File: src/rtl/rom_arb_pkg.sv
// -----------------------------------------------------------------------------
// rom_arb_pkg
// Shared definitions for the program-ROM arbiter and the ROM instance.
//   port_id_e      : encoding of which requester owns a grant / pending read
//   ROM_ADDR_SIZE  : default ROM address width (shared with the ROM)
//   ROM_WORD_SIZE  : default ROM word width (shared with the ROM)
//   STARVE_W       : width of the starvation counter (covers limits 1..255)
// -----------------------------------------------------------------------------
package rom_arb_pkg;

    typedef enum logic [1:0] {
        PORT_NONE = 2'd0,
        PORT_F    = 2'd1,
        PORT_D    = 2'd2
    } port_id_e;

    localparam int unsigned ROM_ADDR_SIZE = 11;
    localparam int unsigned ROM_WORD_SIZE = 9;
    localparam int unsigned STARVE_W      = 8;

endpackage

File: src/rtl/rom_arb_pick.sv
// -----------------------------------------------------------------------------
// rom_arb_pick
// Grant decision for the two ROM requesters. Produces the id of the port that
// owns the ROM this cycle (combinational from requests and local state).
//
// Build option: define ROM_ARB_RR_EN to replace fixed priority + starvation
// guard with round-robin arbitration (StarveLimit is then unused).
//
// Ports:
//   clk      in   system clock
//   rst_n    in   asynchronous active-low reset; forces grant_o to PORT_NONE
//   f_req_i  in   fetch request
//   d_req_i  in   data-load request
//   grant_o  out  granted port id (PORT_NONE / PORT_F / PORT_D)
// -----------------------------------------------------------------------------
module rom_arb_pick
    import rom_arb_pkg::*;
#(
    parameter int unsigned StarveLimit = 4
) (
    input  logic     clk,
    input  logic     rst_n,
    input  logic     f_req_i,
    input  logic     d_req_i,
    output port_id_e grant_o
);

`ifdef ROM_ARB_RR_EN

    // Round-robin: on contention the port that did not win last time wins.
    port_id_e last_q, last_d;

    always_comb begin
        grant_o = PORT_NONE;
        last_d  = last_q;
        if (rst_n) begin
            if (f_req_i && d_req_i) begin
                grant_o = (last_q == PORT_F) ? PORT_D : PORT_F;
            end else if (f_req_i) begin
                grant_o = PORT_F;
            end else if (d_req_i) begin
                grant_o = PORT_D;
            end
        end
        // Only a real grant moves the round-robin pointer.
        if (grant_o != PORT_NONE) begin
            last_d = grant_o;
        end
    end

    // Reset to D so that F wins the first contention.
    always_ff @(posedge clk or negedge rst_n) begin
        if (!rst_n) begin
            last_q <= PORT_D;
        end else begin
            last_q <= last_d;
        end
    end

`else

    // Fixed priority (F first) with a starvation guard for D.
    localparam logic [STARVE_W-1:0] LIMIT = STARVE_W'(StarveLimit);

    logic [STARVE_W-1:0] starve_q, starve_d;
    logic                d_forced;

    always_comb begin
        grant_o  = PORT_NONE;
        starve_d = starve_q;
        d_forced = (starve_q == LIMIT);
        if (rst_n) begin
            if (f_req_i && d_req_i) begin
                grant_o = d_forced ? PORT_D : PORT_F;
            end else if (f_req_i) begin
                grant_o = PORT_F;
            end else if (d_req_i) begin
                grant_o = PORT_D;
            end
        end
        // Count only cycles where D waits; any D grant or a withdrawn request
        // (abort) restarts the count. Saturates at the limit.
        if (!d_req_i || grant_o == PORT_D) begin
            starve_d = '0;
        end else if (starve_q != LIMIT) begin
            starve_d = starve_q + 1'b1;
        end
    end

    always_ff @(posedge clk or negedge rst_n) begin
        if (!rst_n) begin
            starve_q <= '0;
        end else begin
            starve_q <= starve_d;
        end
    end

`endif

endmodule

File: src/rtl/rom_arbiter.sv
// -----------------------------------------------------------------------------
// rom_arbiter
// Shares one synchronous program ROM (1-cycle read latency) between the
// instruction-fetch port (f_*) and the data/constant-load port (d_*).
// At most one request is granted per cycle; the returned word is steered to
// the port granted in the previous cycle, and each port's rdata holds its last
// word until that port's next response.
//
// Build option: ROM_ARB_RR_EN selects round-robin arbitration instead of fixed
// priority with a starvation guard (see rom_arb_pick).
//
// Ports:
//   clk, rst_n           clock, asynchronous active-low reset
//   f_req/f_addr         fetch request and address (held until f_gnt)
//   f_gnt                combinational fetch accept
//   f_rvalid/f_rdata     fetch response (cycle after f_gnt) / held data
//   d_req/d_addr         data-load request and address
//   d_gnt                combinational data-load accept
//   d_rvalid/d_rdata     data-load response / held data
//   rom_addr/rom_en      ROM drive
//   rom_do               ROM read data, valid the cycle after rom_en
// -----------------------------------------------------------------------------
module rom_arbiter
    import rom_arb_pkg::*;
#(
    parameter int unsigned AddrSize    = ROM_ADDR_SIZE,
    parameter int unsigned WordSize    = ROM_WORD_SIZE,
    parameter int unsigned StarveLimit = 4
) (
    input  logic                clk,
    input  logic                rst_n,
    input  logic                f_req,
    input  logic [AddrSize-1:0] f_addr,
    output logic                f_gnt,
    output logic                f_rvalid,
    output logic [WordSize-1:0] f_rdata,
    input  logic                d_req,
    input  logic [AddrSize-1:0] d_addr,
    output logic                d_gnt,
    output logic                d_rvalid,
    output logic [WordSize-1:0] d_rdata,
    output logic [AddrSize-1:0] rom_addr,
    output logic                rom_en,
    input  logic [WordSize-1:0] rom_do
);

    port_id_e            grant;
    port_id_e            pending_q, pending_d;
    logic [WordSize-1:0] f_hold_q, f_hold_d;
    logic [WordSize-1:0] d_hold_q, d_hold_d;

    rom_arb_pick #(
        .StarveLimit (StarveLimit)
    ) u_pick (
        .clk     (clk),
        .rst_n   (rst_n),
        .f_req_i (f_req),
        .d_req_i (d_req),
        .grant_o (grant)
    );

    // ROM drive follows the grant directly so the read starts this cycle.
    always_comb begin
        f_gnt    = (grant == PORT_F);
        d_gnt    = (grant == PORT_D);
        rom_en   = f_gnt | d_gnt;
        rom_addr = '0;
        if (f_gnt) begin
            rom_addr = f_addr;
        end else if (d_gnt) begin
            rom_addr = d_addr;
        end
    end

    // The pending register remembers who owns the word arriving next cycle;
    // rom_do is only forwarded when it matches such a grant.
    always_comb begin
        pending_d = grant;
        f_rvalid  = (pending_q == PORT_F);
        d_rvalid  = (pending_q == PORT_D);
        f_hold_d  = f_rvalid ? rom_do : f_hold_q;
        d_hold_d  = d_rvalid ? rom_do : d_hold_q;
        // Present the fresh word in the response cycle, the held word after.
        f_rdata   = f_hold_d;
        d_rdata   = d_hold_d;
    end

    always_ff @(posedge clk or negedge rst_n) begin
        if (!rst_n) begin
            pending_q <= PORT_NONE;
            f_hold_q  <= '0;
            d_hold_q  <= '0;
        end else begin
            pending_q <= pending_d;
            f_hold_q  <= f_hold_d;
            d_hold_q  <= d_hold_d;
        end
    end

endmodule

File: config.mk
export PLATFORM = sky130hd
export DESIGN_NAME = rom_arbiter
export DESIGN_NICKNAME = d
export VERILOG_FILES = /design/src/rtl/rom_arb_pkg.sv /design/src/rtl/rom_arb_pick.sv /design/src/rtl/rom_arbiter.sv
export SDC_FILE = /design/constraint.sdc
export NUM_CORES = 1
export LEC_CHECK = 0
export BUFFER_PORTS_ARGS = -buffer_cell sky130_fd_sc_hd__buf_2
export CAP_MARGIN = 20
export CORE_MARGIN = 2
export CORE_UTILIZATION = 35
export CTS_CLUSTER_SIZE = 30
export DETAILED_ROUTE_END_ITERATION = 8
export GPL_TIMING_DRIVEN = 0
export SYNTH_ARGS = -nofsm -noshare
export SYNTH_HDL_FRONTEND = slang
export SYNTH_SLANG_ARGS = --single-unit
File: constraint.sdc
create_clock -name clk -period 5.2 [get_ports clk]
set_input_delay 0.78 -clock clk [delete_from_list [all_inputs] [get_ports clk]]
set_output_delay 0.78 -clock clk [all_outputs]
set_load 0.02 [all_outputs]
==> results.py <==
metrics = {
    "run_status": {
        "status": "finished clean",
    },
    "worst_setup_path": {
        "cp-end-kind": "output pin",
        "startpoint_type": "flip-flop",
        "crit_path_max_fanout": 10,
        "r2r-end": "u_pick.starve_q[6]",
        "cp_cell_sequence": "inv_1 > ha_1 > nor3b_2 > nand2_1 > a21oi_1 > ha_1 > nor2b_1 > clkbuf_1 > a22o_1 > buf_2",
        "path_class": "flip-flop to output pin",
        "r2r_cells": 9,
        "r2r_setup_slack_ps": 3030,
        "required_ps": 4420,
        "slowest_stage": "dfrtp_1",
        "reg2reg_from": "u_pick.starve_q[0]",
        "cp.arrival_ps": 2890,
        "slowest_delay_ps": 430,
        "cp_common_cell": "ha_1",
    },
    "logic_synthesis": {
        "synth_area_per_cell_um2": 11.9,
        "synth-edff-count": 0,
        "yosys.area_share.simple": 0.139,
        "synth_top_area_frac": 0.504,
        "synth_common_cells": "28 x dfrtp_1, 18 x mux2_2, 10 x a22o_1, 7 x nand2_1, 6 x nand3_1",
        "synthCells": 117,
        "synth.distinct_cells": 31,
        "yosysWarnings": 0,
        "synth-seq-area-share": 0.504,
        "synth.ff_latch_count": 28,
        "yosysTopAreaCell": "dfrtp_1",
        "synth_compound_area_frac": 0.129,
        "async_flop_share": 1.00,
        "synth-xor-area-share": 0.00629,
        "syn-num-nets": 157,
        "synth_mux_area_frac": 0.153,
        "synth_area_mm2": 0.00139,
        "synth_top_family_by_area": "multiplexers",
        "yosys.cell_count.top_type": "dfrtp_1",
        "synth_area_leaders": "dfrtp_1 50%, mux2_2 15%, a22o_1 6.3%",
        "ys.flop_type": "dfrtp_1",
        "yosys.area_share.adder": 0.0450,
    },
    "clock_network": {
        "clk_path_buf_depth": 2,
        "root_buffer": "clkbuf_8",
        "cts.clk_slew.worst_paths_ps": 90,
        "cts_max_level": 1,
        "clock_sinks": 28,
        "hold_buffers": 0,
        "cts_tree": "built",
        "cts_made_buffers": 3,
        "cts_setup_buffers": 0,
        "insertion_delay_ps": 260,
        "cts_resized": 0,
    },
    "floorplan": {
        "die_w_um": 67.1,
        "coreArea_mm2": 0.00374,
        "die_y_um": 67.1,
        "ios": 69,
        "rows": 22,
        "fp.dieArea_mm2": 0.00450,
        "start_util": 0.372,
    },
    "min_path": {
        "hold_path_class": "flip-flop to flip-flop",
        "holdPathStages": 1,
        "min_to": "f_hold_q[1]",
        "hp-start": "f_hold_q[1]",
    },
    "power": {
        "power.leakage_nw": 0.932,
        "peakVddDrop_v": 0.000109,
        "power_density_mw_per_mm2": 301,
    },
    "timing": {
        "tightest_slew_ps": 654,
        "timing.final.crit_share": 0.706,
        "finalCriticalPeriod_ps": 3670,
        "max_freq_mhz": 272,
        "fin_setup_tns_ps": 0,
        "slew_viol_final": 0,
        "rsz0062_at_grt": "no",
        "setup_violations": 0,
        "hold_viol": 0,
        "finClkSkew_ps": 2.13,
        "relSlewSlack": 0.564,
    },
    "placement": {
        "placed_area_mm2": 0.00179,
        "gp_congestion": 0.820,
        "dp.cells": 233,
        "dp_hpwl_um": 2420,
        "port_buffers": 68,
    },
    "global_routing": {
        "grt_overflow_total": 0,
        "grt_first_pass_wirelength_um": 4700,
        "grt_pass1_vias": 1085,
        "met3_usage": 0.0253,
        "antenna_found_initial": 0,
        "grt_max_degree": 32,
        "use_met2": 0.224,
        "grt.total_usage": 0.134,
        "top_usage_layer": "met2",
        "use_met1": 0.181,
    },
    "detailed_routing": {
        "drt_iter0_markers": 32,
        "postRouteAntennaNets": 0,
        "via_per_inst": 4.87,
        "drt_wl_total_um": 3040,
        "drt_pass1_iterations": 4,
        "wire_per_inst_um": 12.8,
        "vias": 1154,
        "drcViolationCount": 0,
    },
    "final_layout": {
        "final_layout_size_suffix_gt1_frac": 0.519,
        "finalNetCount": 230,
        "num_antenna_cells": 0,
        "fin_cells": 237,
        "design_area_mm2": 0.00185,
        "synthToLayoutAreaGrowth_pct": 32.7,
        "fin_util": 0.493,
    },
    "flow_run": {
        "maxCapViolCount": 0,
    },
}
==> worst max-delay path, delay by kind of cell (launching register included) <==
kind / cells / cell delay, ps
compound gates: 2 / 500
fa+ha+maj: 2 / 390
buf+inv: 3 / 620
flops: 1 / 430
simple gates: 3 / 670
==> routing by layer <==
layer	wire length, um	vias to the layer above
met4	7	0
met1	1370	561
li1	-	568
met2	1550	23
met5	0	-
met3	110	2
==> worst max-delay path by stage <==
stage	end	slack (ps)	startpoint	cells after the start
finish	rom_addr[4]	1530	u_pick.starve_q[0]	10
global route	rom_addr[4]	1270	u_pick.starve_q[0]	10
CTS	rom_addr[4]	1550	u_pick.starve_q[0]	10
detailed placement	rom_addr[4]	1550	rst_n	8
global placement	rom_addr[4]	1660	rst_n	8
floorplan	rom_addr[9]	2100	u_pick.starve_q[0]	8
==> cells in the final DEF (no fill, tap or decap), drive strengths merged, types with 4 or more instances in the layout <==
cell     n
buf     70
dfrtp   28
mux2    18
a22o    10
nand2    8
nand3    6
clkbuf   6
a21oi    5
ha       5
inv      4
nor2b    4
==> state kept, by name (all words and copies together), names as in the netlist <==
name             cells
f_hold_q             9
d_hold_q             9
u_pick.starve_q      8
pending_q            2
==> cells by family after synthesis <==
| logic type | Yosys count |
|---|---|
| compound gates | 25 |
| fa+ha+maj | 5 |
| simple gates | 31 |
| flops | 28 |
| buf+inv | 8 |
| mux | 19 |
| xor+xnor | 1 |
==> report_power, final <==
group | internal (mW) | switching [mW]
clock network | 0.0676 | 0.0626
registers | 0.248 | 0.00938
logic | 0.0695 | 0.0988
==> area by class of cell <==
type | instances | area, um^2
fill | 380 | 1900
tap | 48 | 60.1
buffer | 4 | 17.5
multi-input combinational | 81 | 658
sequential | 28 | 701
timing repair buffer | 68 | 340
clock buffer | 4 | 55.1
inverter | 4 | 15.0
==> through the flow <==
stage | hold WS [ps] | setup WS [ps] | total power, mW
floorplan | 484 | 2100 | 0.369
global placement | 475 | 1660 | 0.428
detailed placement | 483 | 1550 | 0.433
CTS | 505 | 1550 | 0.566
global route | 513 | 1270 | 0.592
finish | 502 | 1530 | 0.556
(Power assumes the default switching activity.)
